==> src/rtl/response_packet_builder.sv <==
`default_nettype none
// ============================================================================
// Module   : response_packet_builder
// Purpose  : Builds Ethernet/IPv4/UDP/app-header reply packets from latched
//            request metadata plus a payload stream. MAC, IP and port fields
//            are swapped so the reply returns to the requester. The 50-byte
//            header spans two 256-bit beats, so the payload is realigned by
//            18 bytes through a residue register.
//            Optional feature: define RESPONSE_BUILDER_IP_CSUM_EN to fill in
//            the IPv4 header checksum (otherwise the field is 0x0000).
// Revision : 1.0 - initial release
// ============================================================================
module response_packet_builder #(
    parameter int TDATA_WIDTH = 256,
    parameter int TUSER_WIDTH = 128
) (
    input  logic                     axis_aclk,
    input  logic                     reset,
    input  logic [47:0]              src_mac_addr_in,
    input  logic [47:0]              dest_mac_addr_in,
    input  logic [31:0]              src_ip_addr_in,
    input  logic [31:0]              dest_ip_addr_in,
    input  logic [15:0]              src_port_in,
    input  logic [15:0]              dest_port_in,
    input  logic [63:0]              app_header_in,
    input  logic [15:0]              body_len_in,
    input  logic [TUSER_WIDTH-1:0]   tuser_in,
    input  logic                     metadata_valid,
    output logic                     metadata_ready,
    input  logic [TDATA_WIDTH-1:0]   body_axis_tdata,
    input  logic [TDATA_WIDTH/8-1:0] body_axis_tkeep,
    input  logic                     body_axis_tvalid,
    input  logic                     body_axis_tlast,
    output logic                     body_axis_tready,
    output logic [TDATA_WIDTH-1:0]   packet_out_axis_tdata,
    output logic [TDATA_WIDTH/8-1:0] packet_out_axis_tkeep,
    output logic [TUSER_WIDTH-1:0]   packet_out_axis_tuser,
    output logic                     packet_out_axis_tvalid,
    output logic                     packet_out_axis_tlast,
    input  logic                     packet_out_axis_tready
);

    localparam int TKEEP_WIDTH     = TDATA_WIDTH / 8;
    localparam int CNT_W           = $clog2(TKEEP_WIDTH + 1);
    localparam int HDR_TAIL_BYTES  = 18;   // header bytes 32..49 carried in beat 1
    localparam int BODY_LEAD_BYTES = 14;   // body bytes that fit beside them
    localparam int RES_W           = 8 * HDR_TAIL_BYTES;
    localparam int LEAD_W          = 8 * BODY_LEAD_BYTES;
    localparam logic [CNT_W-1:0]       LEAD_CNT = CNT_W'(BODY_LEAD_BYTES);
    localparam logic [CNT_W-1:0]       RES_CNT  = CNT_W'(HDR_TAIL_BYTES);
    localparam logic [CNT_W-1:0]       FULL_CNT = CNT_W'(TKEEP_WIDTH);
    localparam logic [TKEEP_WIDTH:0]   KEEP_ONE = (TKEEP_WIDTH + 1)'(1);

    typedef enum logic [2:0] {
        S_IDLE = 3'd0,
        S_HDR0 = 3'd1,
        S_HDR1 = 3'd2,
        S_BODY = 3'd3,
        S_TAIL = 3'd4
    } state_t;

    state_t                 state_q;
    logic [47:0]            src_mac_q;
    logic [47:0]            dst_mac_q;
    logic [31:0]            src_ip_q;
    logic [31:0]            dst_ip_q;
    logic [15:0]            src_port_q;
    logic [15:0]            dst_port_q;
    logic [15:0]            body_len_q;
    logic [63:0]            app_hdr_q;
    logic [TUSER_WIDTH-1:0] tuser_q;
    logic [RES_W-1:0]       residue_q;
    logic [CNT_W-1:0]       tail_cnt_q;

    logic [15:0]            ip_csum;
    logic [15:0]            total_len;
    logic [15:0]            udp_len;
    logic [TDATA_WIDTH+RES_W-1:0] hdr;
    logic [CNT_W-1:0]       body_cnt;
    logic [CNT_W-1:0]       keep_cnt;
    logic [TKEEP_WIDTH:0]   keep_mask;

    assign metadata_ready = (state_q == S_IDLE);

`ifdef RESPONSE_BUILDER_IP_CSUM_EN
    logic [15:0] csum_len;
    logic [19:0] csum_sum;
    logic [16:0] csum_f1;
    logic [15:0] csum_f2;
    logic [15:0] csum_d;
    logic [15:0] csum_q;

    // One's-complement sum of the reply's ten IPv4 header words, taken from the request inputs.
    always_comb begin
        csum_len = body_len_in + 16'd36;
        csum_sum = 20'h04500 + {4'd0, csum_len} + 20'h04011
                 + {4'd0, dest_ip_addr_in[7:0],   dest_ip_addr_in[15:8]}
                 + {4'd0, dest_ip_addr_in[23:16], dest_ip_addr_in[31:24]}
                 + {4'd0, src_ip_addr_in[7:0],    src_ip_addr_in[15:8]}
                 + {4'd0, src_ip_addr_in[23:16],  src_ip_addr_in[31:24]};
        csum_f1  = {1'b0, csum_sum[15:0]} + {13'd0, csum_sum[19:16]};
        csum_f2  = csum_f1[15:0] + {15'd0, csum_f1[16]};
        csum_d   = ~csum_f2;
    end

    // Capture the checksum together with the metadata so it is ready for beat 0.
    always_ff @(posedge axis_aclk) begin
        if (reset) begin
            csum_q <= '0;
        end else if (state_q == S_IDLE && metadata_valid) begin
            csum_q <= csum_d;
        end
    end

    assign ip_csum = csum_q;
`else
    assign ip_csum = 16'h0000;
`endif

    assign total_len = body_len_q + 16'd36;
    assign udp_len   = body_len_q + 16'd16;

    // 50-byte reply header, byte n at bits [8n+7:8n]; lengths and checksum big-endian.
    assign hdr = {app_hdr_q, 16'h0000, udp_len[7:0], udp_len[15:8],
                  src_port_q, dst_port_q, src_ip_q, dst_ip_q,
                  ip_csum[7:0], ip_csum[15:8], 8'h11, 8'h40, 16'h0000, 16'h0000,
                  total_len[7:0], total_len[15:8], 8'h00, 8'h45,
                  8'h00, 8'h08, dst_mac_q, src_mac_q};

    // Byte count of the current body beat (tkeep is contiguous from bit 0).
    always_comb begin
        body_cnt = '0;
        for (int i = 0; i < TKEEP_WIDTH; i++) begin
            body_cnt = body_cnt + CNT_W'(body_axis_tkeep[i]);
        end
    end

    // Output decode: header beats from latched fields, body beats shifted by 18 bytes.
    always_comb begin
        packet_out_axis_tvalid = 1'b0;
        packet_out_axis_tdata  = '0;
        packet_out_axis_tuser  = '0;
        packet_out_axis_tlast  = 1'b0;
        packet_out_axis_tkeep  = '0;
        body_axis_tready       = 1'b0;
        keep_cnt               = FULL_CNT;
        keep_mask              = '0;
        case (state_q)
            S_HDR0: begin
                packet_out_axis_tvalid = 1'b1;
                packet_out_axis_tdata  = hdr[TDATA_WIDTH-1:0];
                packet_out_axis_tuser  = tuser_q;
                packet_out_axis_tkeep  = '1;
            end
            S_HDR1, S_BODY: begin
                packet_out_axis_tvalid = body_axis_tvalid;
                body_axis_tready       = packet_out_axis_tready;
                packet_out_axis_tdata  = {body_axis_tdata[LEAD_W-1:0],
                                          (state_q == S_HDR1) ? hdr[TDATA_WIDTH+RES_W-1:TDATA_WIDTH]
                                                              : residue_q};
                if (body_axis_tlast && body_cnt <= LEAD_CNT) begin
                    packet_out_axis_tlast = 1'b1;
                    keep_cnt              = body_cnt + RES_CNT;
                end
                keep_mask             = (KEEP_ONE << keep_cnt) - KEEP_ONE;
                packet_out_axis_tkeep = keep_mask[TKEEP_WIDTH-1:0];
            end
            S_TAIL: begin
                packet_out_axis_tvalid = 1'b1;
                packet_out_axis_tdata  = {{LEAD_W{1'b0}}, residue_q};
                packet_out_axis_tlast  = 1'b1;
                keep_cnt               = tail_cnt_q;
                keep_mask              = (KEEP_ONE << keep_cnt) - KEEP_ONE;
                packet_out_axis_tkeep  = keep_mask[TKEEP_WIDTH-1:0];
            end
            default: ;
        endcase
    end

    // Packet sequencing, metadata capture and residue tracking.
    always_ff @(posedge axis_aclk) begin
        if (reset) begin
            state_q    <= S_IDLE;
            src_mac_q  <= '0;
            dst_mac_q  <= '0;
            src_ip_q   <= '0;
            dst_ip_q   <= '0;
            src_port_q <= '0;
            dst_port_q <= '0;
            body_len_q <= '0;
            app_hdr_q  <= '0;
            tuser_q    <= '0;
            residue_q  <= '0;
            tail_cnt_q <= '0;
        end else begin
            case (state_q)
                S_IDLE: begin
                    if (metadata_valid) begin
                        src_mac_q  <= src_mac_addr_in;
                        dst_mac_q  <= dest_mac_addr_in;
                        src_ip_q   <= src_ip_addr_in;
                        dst_ip_q   <= dest_ip_addr_in;
                        src_port_q <= src_port_in;
                        dst_port_q <= dest_port_in;
                        body_len_q <= body_len_in;
                        app_hdr_q  <= app_header_in;
                        tuser_q    <= tuser_in;
                        state_q    <= S_HDR0;
                    end
                end
                S_HDR0: begin
                    if (packet_out_axis_tready) begin
                        state_q <= S_HDR1;
                    end
                end
                S_HDR1, S_BODY: begin
                    if (body_axis_tvalid && packet_out_axis_tready) begin
                        residue_q <= body_axis_tdata[TDATA_WIDTH-1:LEAD_W];
                        if (!body_axis_tlast) begin
                            state_q <= S_BODY;
                        end else if (body_cnt <= LEAD_CNT) begin
                            state_q <= S_IDLE;
                        end else begin
                            tail_cnt_q <= body_cnt - LEAD_CNT;
                            state_q    <= S_TAIL;
                        end
                    end
                end
                S_TAIL: begin
                    if (packet_out_axis_tready) begin
                        residue_q <= '0;
                        state_q   <= S_IDLE;
                    end
                end
                default: state_q <= S_IDLE;
            endcase
        end
    end

endmodule
`default_nettype wire

==> config.mk <==
export PLATFORM = sky130hd
export DESIGN_NAME = response_packet_builder
export DESIGN_NICKNAME = d
export VERILOG_FILES = /design/src/rtl/response_packet_builder.sv
export SDC_FILE = /design/constraint.sdc
export NUM_CORES = 1
export LEC_CHECK = 0
export CAP_MARGIN = 40
export CELL_PAD_IN_SITES_DETAIL_PLACEMENT = 1
export CELL_PAD_IN_SITES_GLOBAL_PLACEMENT = 2
export CORE_AREA = 5 5 431 433
export DETAILED_ROUTE_END_ITERATION = 10
export DIE_AREA = 0 0 436 438
export PLACE_DENSITY = 0.56
export SYNTH_ARGS = -nofsm -noshare
export SYNTH_HDL_FRONTEND = slang
export SYNTH_SLANG_ARGS = --single-unit
==> constraint.sdc <==
create_clock -name axis_aclk -period 16.1 [get_ports axis_aclk]
set_input_delay 3.22 -clock axis_aclk [delete_from_list [all_inputs] [get_ports axis_aclk]]
set_output_delay 3.22 -clock axis_aclk [all_outputs]
set_load 0.01 [all_outputs]
==> flow_summary.json <==
{
  "outcome": "complete, no violations",
  "critPathLaunchType": "input port",
  "fin_nets": 5127,
  "die_y_um": 438,
  "syn_area_per_cell_um2": 7.66,
  "wl_per_cell_um": 25.3,
  "dp_hpwl_um": 128000,
  "cts_tree": "built",
  "fin_cells": 6879,
  "critPathBufInv": 8,
  "synth_top_area_share_pct": 41.8,
  "cts_buffer_depth": 3,
  "rsz0062_at_grt": "false",
  "cp_max_fo": 15,
  "yosysMostFrequentCell": "nand2_1",
  "crit_path_end_kind": "primary output",
  "synth_edf_count": 0,
  "slew_headroom_pct": 22.5,
  "worst_hold_slack_ns": 0.449,
  "synth_ff_type": "dfxtp_1",
  "die_x_um": 436,
  "power_density_nw_per_um2": 185,
  "first_iter_violations": 1423,
  "hold_buffers": 0,
  "final-max-slew-violation-count": 0,
  "dieArea_um2": 191000,
  "p_leak_uw": 0.0149,
  "report.final.hold_viol_count": 0,
  "dp_cells": 6700,
  "synthesis.nets": 4186,
  "htree_levels": 3,
  "std_cell_rows": 157,
  "worst-path-stages": 27,
  "period_needed_ns": 15.27,
  "seq_area_um2": 11100,
  "grt_overflow": 0,
  "synthArstFlopShare_pct": 0,
  "antenna_left": 0,
  "fillerInstances": 21400,
  "path_class": "input port to primary output",
  "drcViolationCount": 0,
  "ir_worst_vdd_mv": 0.228,
  "clk_latency_ns": 0.67,
  "setup_viol": 0,
  "area_growth_pct": 61.7,
  "firstDrtPassIters": 5,
  "via_count": 28800,
  "tightest_slew_ns": 1.16,
  "slowest_delay_ns": 0.69,
  "ys_types": 76,
  "cts_root_buf": "clkbuf_16",
  "drive_gt1_share_pct": 6.57,
  "cp.required_ns": 12.88,
  "cts_resized": 0,
  "final.period_utilization_pct": 94.8,
  "synth_cells": 3456,
  "vias_per_cell": 4.19,
  "grt_pass1_vias": 30400,
  "yosys_warnings": 0,
  "yosysSeqAreaShare_pct": 41.8,
  "numClockSinks": 553,
  "antenna_found_initial": 89,
  "initial_utilization_pct": 14.6,
  "grt_start_max_net_pins": 185,
  "cts.clk_slew.worst_paths_ns": 0.06,
  "place_congestion": 0.828,
  "cts_made_buffers": 80,
  "cp_top_family": "adder cells",
  "skew_ns": 0.0294,
  "postCtsSetupRepairBufs": 0,
  "synthTopCellsByCount": "980 x nand2_1, 553 x dfxtp_1, 419 x a21oi_1",
  "hold_depth": 2,
  "critPathMostFrequentCell": "fa_1",
  "synthesis.area_um2": 26500,
  "grt_pass1_wl_um": 240000,
  "timing.fmax_mhz": 65.5,
  "stdcell_area_um2": 42800,
  "place_area_um2": 40100,
  "fin_setup_tns_ns": 0,
  "cp_slowest_cell": "fa_1",
  "multiInputGateArea_um2": 14100,
  "min_path_type": "flop to flop",
  "io_buffers": 1113,
  "yosys.area.top_type": "dfxtp_1",
  "routed_wl_um": 174000,
  "synthTopCellsByArea": "dfxtp_1 42%, nand2_1 14%, a21oi_1 7.9%",
  "core_area_um2": 182000,
  "ys_ff_latch": 553,
  "reg2reg_depth": 7,
  "grt_usage_pct": 17.4,
  "fin_util_pct": 23.6,
  "io_pins": 1114,
  "drv_cap": 0,
  "cp.arrival_ns": 12.05
}
## cell families after synthesis
kind of cell,synth area share (%)
AND/OR/NAND/NOR,22.8
AO/OA/AOI/OAI,22.1
flip-flops,41.8
buffers and inverters,4.98
multiplexers,4.92
adder cells (fa/ha/maj),2.38
XOR/XNOR,0.997
## layer usage
metal  GRT usage, %  vias to the layer above  part of all wire (%)
met4           6.34                       12                   3.4
li1               -                    13600                     -
met2           31.4                      808                    51
met3           6.63                      258                   7.9
met5              0                        -                 0.044
met1           18.3                    14100                    37
## cell usage in the layout, fill, tap and decap left out, types with 4 or more instances in the layout
cell type,netlist,layout
a22o_1,65,65
a22oi_1,240,240
buf_4,1,35
a31oi_1,5,5
bufinv_16,0,5
clkbuf_16,0,82
buf_16,0,6
nand3_1,23,23
a21oi_1,419,419
nand2_1,980,978
o31ai_1,5,5
clkinv_2,0,10
mux2_2,84,84
nand2b_1,4,4
nor2b_1,8,5
diode_2,0,36
ha_1,12,12
clkbuf_1,272,21
clkbuf_8,0,19
dfxtp_1,553,550
mux2i_1,34,34
xor2_1,10,10
fa_1,24,24
and2_1,195,194
nor2_1,188,187
buf_12,0,6
xnor2_1,17,17
inv_1,41,41
o21ai_0,159,159
nor3_1,6,6
a211oi_1,5,5
o21ai_1,5,5
nor2_2,5,5
clkdlybuf4s50_1,0,1112
## registers in the layout (all words and copies together) (netlist names)
register and count:
residue_q 144, tuser_q 128, app_hdr_q 64, dst_mac_q 48
src_mac_q 48, dst_ip_q 32, src_ip_q 32, body_len_q 16
dst_port_q 16, src_port_q 16, tail_cnt_q 6, state_q 3
## worst paths after layout
kind	start	to	slack [ns]
max	body_axis_tkeep[5]	packet_out_axis_tkeep[14]	0.83
min	tuser_q[65]$_SDFFE_PP0P_	tuser_q[65]$_SDFFE_PP0P_	0.45
min reg2reg	tuser_q[65]$_SDFFE_PP0P_	tuser_q[65]$_SDFFE_PP0P_	0.45
max reg2reg	state_q[0]$_SDFFE_PP0P_	tuser_q[26]$_SDFFE_PP0P_	11.76
## power breakdown
group	leakage [µW]	total (µW)	switching [µW]	internal, µW
Combinational	0.00911	4290	2620	1670
Clock	0.00131	1830	729	1100
Sequential	0.00452	1780	180	1600
Total	0.0149	7900	3530	4370
## tightest hold or removal path, delay by kind of cell (launching register included)
kind | cells | cell delay [ns]
flops | 1 | 0.30
simple gates | 1 | 0.05
compound gates | 1 | 0.05
## area by class of cell
type,instances,area share [%]
well taps,2385,6.97
clock buffers,122,5.59
clock inverters,21,0.605
multi-input cells,2560,33.0
diodes,36,0.210
inverters,41,0.360
flip-flops and latches,553,25.9
repair buffers,1161,27.4
## through the flow
step	total power (µW)	setup WS [ns]
3_5_place_dp	6140	0.991
2_1_floorplan	4290	3.20
3_3_place_gp	6090	1.11
4_1_cts	8050	0.976
5_1_grt	8440	0.535
6_report	7900	0.834
No activity file was read; power rests on OpenSTA's default activity.
